**src/rtl/alu_seq_pkg.sv**
```systemverilog
// Shared types and constants for the ALU sequencer: FSM states, opcode map and
// instruction field positions.
package alu_seq_pkg;

    localparam int unsigned IR_W   = 12;
    localparam int unsigned OPC_W  = 4;
    localparam int unsigned RA_W   = 2;
    localparam int unsigned DATA_W = 4;

    // LSB positions of the fixed-layout instruction fields
    localparam int unsigned OP_LSB  = 8;
    localparam int unsigned RD_LSB  = 6;
    localparam int unsigned RS1_LSB = 4;
    localparam int unsigned RS2_LSB = 2;
    localparam int unsigned IMM_LSB = 2;

    typedef enum logic [2:0] {
        ST_IDLE      = 3'd0,
        ST_FETCH     = 3'd1,
        ST_EXECUTE   = 3'd2,
        ST_WRITEBACK = 3'd3,
        ST_HALTED    = 3'd4
    } state_e;

    localparam logic [OPC_W-1:0] OP_ADD  = 4'h0;
    localparam logic [OPC_W-1:0] OP_SUB  = 4'h1;
    localparam logic [OPC_W-1:0] OP_AND  = 4'h2;
    localparam logic [OPC_W-1:0] OP_OR   = 4'h3;
    localparam logic [OPC_W-1:0] OP_XOR  = 4'h4;
    localparam logic [OPC_W-1:0] OP_NOT  = 4'h5;
    localparam logic [OPC_W-1:0] OP_INC  = 4'h6;
    localparam logic [OPC_W-1:0] OP_DEC  = 4'h7;
    localparam logic [OPC_W-1:0] OP_PASS = 4'h8;
    localparam logic [OPC_W-1:0] OP_SHR  = 4'h9;
    localparam logic [OPC_W-1:0] OP_SHL  = 4'hA;
    localparam logic [OPC_W-1:0] OP_LDI  = 4'hB;
    localparam logic [OPC_W-1:0] OP_BZ   = 4'hC;
    localparam logic [OPC_W-1:0] OP_HALT = 4'hF;

endpackage

```
**src/rtl/alu_seq_decode.sv**
```systemverilog
// Combinational instruction decoder: splits the IR into class strobes and fields.
module alu_seq_decode
    import alu_seq_pkg::*;
#(
    parameter int unsigned PC_W = 4
) (
    input  logic [IR_W-1:0]   ir,
    output logic              is_alu,
    output logic              is_ldi,
    output logic              is_bz,
    output logic              is_halt,
    output logic [OPC_W-1:0]  op,
    output logic [RA_W-1:0]   rd,
    output logic [RA_W-1:0]   rs1,
    output logic [RA_W-1:0]   rs2,
    output logic [DATA_W-1:0] imm,
    output logic [PC_W-1:0]   target
);

    always_comb begin
        op      = ir[OP_LSB +: OPC_W];
        rd      = ir[RD_LSB +: RA_W];
        rs1     = ir[RS1_LSB +: RA_W];
        rs2     = ir[RS2_LSB +: RA_W];
        imm     = ir[IMM_LSB +: DATA_W];
        target  = ir[PC_W-1:0];
        is_alu  = (op <= OP_SHL);
        is_ldi  = (op == OP_LDI);
        is_bz   = (op == OP_BZ);
        is_halt = (op == OP_HALT);
    end

endmodule

```
**src/rtl/alu_sequencer.sv**
```systemverilog
// Multi-cycle control unit for the 4-bit ALU: fetch/decode from ROM, drive the
// ALU and register file, handle LDI, branch-on-zero and halt.
module alu_sequencer
    import alu_seq_pkg::*;
#(
    parameter int unsigned PC_W    = 4,
    parameter int unsigned INSTR_W = 12
) (
    input  logic               clk,
    input  logic               rst,
    input  logic               start,
    output logic [PC_W-1:0]    instr_addr,
    input  logic [INSTR_W-1:0] instr_data,
    output logic [1:0]         rs1_addr,
    output logic [1:0]         rs2_addr,
    output logic               rf_we,
    output logic [1:0]         rf_waddr,
    output logic [3:0]         rf_wdata,
    output logic [3:0]         alu_op,
    input  logic [3:0]         alu_result,
    input  logic               alu_zero,
    input  logic               alu_carry,
    input  logic               alu_we,
    output logic               busy,
    output logic               halted,
    output logic               z_flag,
    output logic               c_flag
);

    state_e              state, state_next;
    logic [PC_W-1:0]     pc, pc_next, pc_inc;
    logic [INSTR_W-1:0]  ir, ir_next;
    logic                z_next, c_next;

    logic                is_alu, is_ldi, is_bz, is_halt;
    logic [OPC_W-1:0]    dec_op;
    logic [RA_W-1:0]     dec_rd, dec_rs1, dec_rs2;
    logic [DATA_W-1:0]   dec_imm;
    logic [PC_W-1:0]     dec_target;

    alu_seq_decode #(.PC_W(PC_W)) u_decode (
        .ir      (ir),
        .is_alu  (is_alu),
        .is_ldi  (is_ldi),
        .is_bz   (is_bz),
        .is_halt (is_halt),
        .op      (dec_op),
        .rd      (dec_rd),
        .rs1     (dec_rs1),
        .rs2     (dec_rs2),
        .imm     (dec_imm),
        .target  (dec_target)
    );

    assign instr_addr = pc;
    assign pc_inc     = pc + PC_W'(1);

    always_ff @(posedge clk) begin
        if (rst) begin
            state  <= ST_IDLE;
            pc     <= '0;
            ir     <= '0;
            z_flag <= 1'b0;
            c_flag <= 1'b0;
        end else begin
            state  <= state_next;
            pc     <= pc_next;
            ir     <= ir_next;
            z_flag <= z_next;
            c_flag <= c_next;
        end
    end

    always_comb begin
        state_next = state;
        pc_next    = pc;
        ir_next    = ir;
        z_next     = z_flag;
        c_next     = c_flag;
        alu_op     = '0;
        rs1_addr   = '0;
        rs2_addr   = '0;
        rf_we      = 1'b0;
        rf_waddr   = '0;
        rf_wdata   = '0;
        busy       = 1'b0;
        halted     = 1'b0;

        // ALU operands held steady across the capture edge into WRITEBACK
        if (state == ST_EXECUTE || state == ST_WRITEBACK) begin
            alu_op   = dec_op;
            rs1_addr = dec_rs1;
            rs2_addr = dec_rs2;
        end

        case (state)
            ST_IDLE: begin
                if (start) begin
                    state_next = ST_FETCH;
                    pc_next    = '0;
                end
            end
            ST_FETCH: begin
                busy       = 1'b1;
                ir_next    = instr_data;
                state_next = ST_EXECUTE;
            end
            ST_EXECUTE: begin
                busy = 1'b1;
                if (is_alu) begin
                    state_next = ST_WRITEBACK;
                end else if (is_ldi) begin
                    rf_we      = 1'b1;
                    rf_waddr   = dec_rd;
                    rf_wdata   = dec_imm;
                    pc_next    = pc_inc;
                    state_next = ST_FETCH;
                end else if (is_bz) begin
                    pc_next    = z_flag ? dec_target : pc_inc;
                    state_next = ST_FETCH;
                end else if (is_halt) begin
                    state_next = ST_HALTED;
                end else begin
                    pc_next    = pc_inc;
                    state_next = ST_FETCH;
                end
            end
            ST_WRITEBACK: begin
                busy       = 1'b1;
                rf_we      = alu_we;
                rf_waddr   = dec_rd;
                rf_wdata   = alu_result;
                z_next     = alu_zero;
                c_next     = alu_carry;
                pc_next    = pc_inc;
                state_next = ST_FETCH;
            end
            ST_HALTED: begin
                halted = 1'b1;
                if (start) begin
                    state_next = ST_FETCH;
                    pc_next    = '0;
                    z_next     = 1'b0;
                    c_next     = 1'b0;
                end
            end
            default: begin
                state_next = ST_IDLE;
            end
        endcase
    end

endmodule
```
**config.mk**
```make
export PLATFORM = sky130hd
export DESIGN_NAME = alu_sequencer
export DESIGN_NICKNAME = d
export VERILOG_FILES = /design/src/rtl/alu_seq_pkg.sv /design/src/rtl/alu_seq_decode.sv /design/src/rtl/alu_sequencer.sv
export SDC_FILE = /design/constraint.sdc
export NUM_CORES = 1
export LEC_CHECK = 0
export CAP_MARGIN = 25
export CORE_MARGIN = 8
export CORE_UTILIZATION = 43
export DETAILED_ROUTE_END_ITERATION = 16
export GPL_TIMING_DRIVEN = 1
export PLACE_DENSITY = 0.76
export REMOVE_ABC_BUFFERS = 1
export SLEW_MARGIN = 30
export SYNTH_ARGS = -nofsm -noshare
export SYNTH_HDL_FRONTEND = slang
export SYNTH_SLANG_ARGS = --single-unit
```
**constraint.sdc**
```tcl
create_clock -name clk -period 2 [get_ports clk]
set_input_delay 0.4 -clock clk [delete_from_list [all_inputs] [get_ports clk]]
set_output_delay 0.4 -clock clk [all_outputs]
set_load 0.005 [all_outputs]
```
==> impl_metrics.py, run 1 <==
metrics = {
    "status": {
        "status": "complete, no violations",
    },
    "critical_path": {
        "crit_path_cell_trace": "nand3_4 -> nor4_4 -> buf_4 -> buf_6 -> a22o_1 -> clkbuf_2",
        "reg2reg_from": "state[2]",
        "critPathSlowestCell": "dfxtp_2",
        "cp.arrival_ns": 1.54,
        "critPathTopFamily": "buffers and inverters",
        "cp.required_ns": 1.60,
        "worstPathMaxFanout": 6,
        "cpPeakStageDelay_ns": 0.37,
        "critical_path_buf_inv_count": 3,
        "ff2ff_setup_slack_ns": 0.29,
        "critical_path_class": "flip-flop to output pin",
        "r2r_end": "instr_addr[0]",
        "crit_path_start_kind": "flip-flop",
        "worst_setup_path_end_kind": "output pin",
        "r2r_cells": 8,
    },
    "synthesis": {
        "synth-edff-count": 0,
        "yosys_warnings": 0,
        "synth_area_per_cell_um2": 8.22,
        "async_reset_ff_frac": 0,
        "synth_cell_type_count": 41,
        "netlist_area_mm2": 0.00116,
        "synth_top_area_cell": "dfxtp_1",
        "synth.top_cells.by_area": "dfxtp_1 (36%), a21oi_1 (6.0%), nand2_1 (4.9%)",
        "ys_seq_area_frac": 0.363,
        "yosys.area.top_type_share": 0.363,
        "synthFlopType": "dfxtp_1",
        "synth-seq-cells": 21,
        "synthCells": 141,
    },
    "timing": {
        "hold_viol_final": 0,
        "setup-tns-final_ns": 0,
        "grt_setup_unrepaired": "yes",
        "drv_slew": 0,
        "setup_viol": 0,
        "setup_slack_ns": 0.0636,
        "period_needed_ns": 1.94,
        "clock.fmax_ghz": 0.516,
        "fin_crit_sh": 0.968,
        "slew_headroom": 0.776,
        "finClkSkew_ns": 0.00343,
        "worst_pin_slew_ns": 0.334,
    },
    "worst_hold_path": {
        "min_path_cells": 2,
        "holdPathEnd": "ir[1]",
        "hold_path.class": "flip-flop to flip-flop",
        "min-delay-start": "ir[1]",
    },
    "global_routing": {
        "overflow": 0,
        "grt_max_degree": 19,
        "grt_pass1_wl_um": 6080,
        "antenna_found_initial": 0,
        "grt_pass1_vias": 1267,
        "grtUsageTotal": 0.167,
    },
    "clocking": {
        "path_clk_slew_ns": 0.12,
        "htree_num_levels": 1,
        "cts_tree": "yes",
        "clock_latency_ns": 0.30,
        "cts_root_buffer": "clkbuf_4",
        "cts_made_buffers": 3,
        "cts_buffer_depth": 2,
        "numClockSinks": 21,
    },
    "final_layout": {
        "areaGrowthSynthToFinish_pct": 58.5,
        "drive_above_1_share": 0.259,
        "fin_cells": 236,
        "final_common_cell": "clkdlybuf4s50_1",
        "n_antenna_cell": 0,
        "final_cell_mix": "clkdlybuf4s50_1 (28), buf_4 (20), nand2_1 (15), a21oi_1 (14), dfxtp_1 (14)",
        "nets": 229,
        "final_util": 0.690,
    },
    "routing": {
        "wirelength_um": 3710,
        "drt-initial-drc-count": 61,
        "ant_nets": 0,
        "wl_per_cell_um": 15.7,
        "vias": 1270,
        "drtPass1Iterations": 4,
        "route.detailed.drc": 0,
        "viasPerCell": 5.38,
    },
    "floorplanning": {
        "ios": 45,
        "die_w_um": 67.9,
        "dieHeight_um": 67.9,
        "start_util": 0.435,
        "die-area_mm2": 0.00461,
        "rows": 19,
        "core_area_mm2": 0.00266,
    },
    "placement": {
        "gp_congestion": 0.904,
        "pre_cts_slack_ns": 0.0799,
        "placedCellCount": 223,
        "portBuffers": 44,
        "hpwl_um": 2780,
    },
    "flow_run": {
        "cap_violations": 0,
    },
    "power": {
        "total_power_uw": 947,
        "power_density_mw_per_mm2": 515,
        "p_leak_uw": 0.000810,
        "peakVddDrop_mv": 0.444,
    },
}
[area by class of cell]
cell class | instances | area, um^2
timing repair buffer | 69 | 612
sequential | 21 | 434
clock buffer | 3 | 22.5
tap | 31 | 38.8
multi-input combinational | 104 | 698
clock inverter | 1 | 5.00
fill | 226 | 826
inverter | 7 | 26.3
[sequential cells by signal, indices dropped and copies added, names as in the netlist]
name and count:
state 3, c_flag 1, instr_addr 4, ir 12, z_flag 1
[metal layers]
layer	routed length [um]	GRT usage	vias up	part of all wire
li1	-	-	634	-
met1	1700	0.211	584	0.46
met2	1670	0.263	50	0.45
met3	317	0.0638	2	0.085
met4	19	0.0435	0	0.0051
met5	0	0	-	0
[worst max-delay path by stage]
stage / cells past startpoint / slack, ns / endpoint / startpoint
after global routing: 6 / -0.02 / rf_wdata[0] / ir[9]
after detailed placement: 5 / 0.08 / rf_wdata[2] / state[2]
after CTS: 6 / -0.08 / rf_wdata[0] / state[1]
after floorplan: 3 / 0.26 / rf_wdata[0] / state[1]
final: 6 / 0.06 / rf_wdata[0] / ir[9]
after global placement: 5 / 0.11 / rf_wdata[2] / state[2]
[synth_stat cells (3+ instances only)]
cell and count:
o21ai_1 4, o21ai_0 9, a31oi_1 4, and2_1 8
dfxtp_1 21, a2bb2oi_1 3, inv_1 7, nand2_1 15
a22o_1 4, a32o_1 3, a21oi_1 14, clkbuf_1 3
nor2_1 6, buf_2 4
[report_power, final]
group / internal, uW / switching (uW)
logic: 146 / 128
clock network: 74.3 / 130
registers: 446 / 23.2
total: 666 / 281
[cell families (layout without fill, tap and decap cells)]
| logic type | count (synthesis) | after routing | share of synthesized area |
|---|---|---|---|
| flip-flops | 21 | 21 | 0.363 |
| AND/OR/NAND/NOR | 46 | 46 | 0.234 |
| adder cells (fa/ha/maj) | 1 | 1 | 0.0108 |
| buffers and inverters | 16 | 80 | 0.0594 |
| AO/OA/AOI/OAI | 55 | 55 | 0.317 |
| XOR/XNOR | 2 | 2 | 0.0151 |
[through the flow]
stage / hold WS, ns / cell area [um^2]
after floorplan: 0.448 / 1120
after global placement: 0.467 / 1720
after CTS: 0.490 / 1820
after global routing: 0.513 / 1840
after detailed placement: 0.472 / 1720
final: 0.489 / 1840
[tightest hold or removal path, delay by kind of cell, from the launching register on]
kind | cells | cell delay, ns
flops | 1 | 0.33
compound gates | 2 | 0.12
[what timing repair did]
item / in CTS / in global routing
setup endpoints to repair: 16 / 8
setup buffers: 8 / 1
resized for setup: 27 / 23
pin swaps: 0 / 4
hold buffers: 0 / 0
(Power assumes the default switching activity.)
==> run 2, diff against run 1 <==
--- a/config.mk
+++ b/config.mk
@@ -11,6 +11,7 @@
 export DETAILED_ROUTE_END_ITERATION = 16
 export GPL_TIMING_DRIVEN = 1
 export PLACE_DENSITY = 0.76
+export RECOVER_POWER = 100
 export REMOVE_ABC_BUFFERS = 1
 export SLEW_MARGIN = 30
 export SYNTH_ARGS = -nofsm -noshare
==> results of run 2 <==
No change in the layout: final DEF, timing and power equal those of run 1.
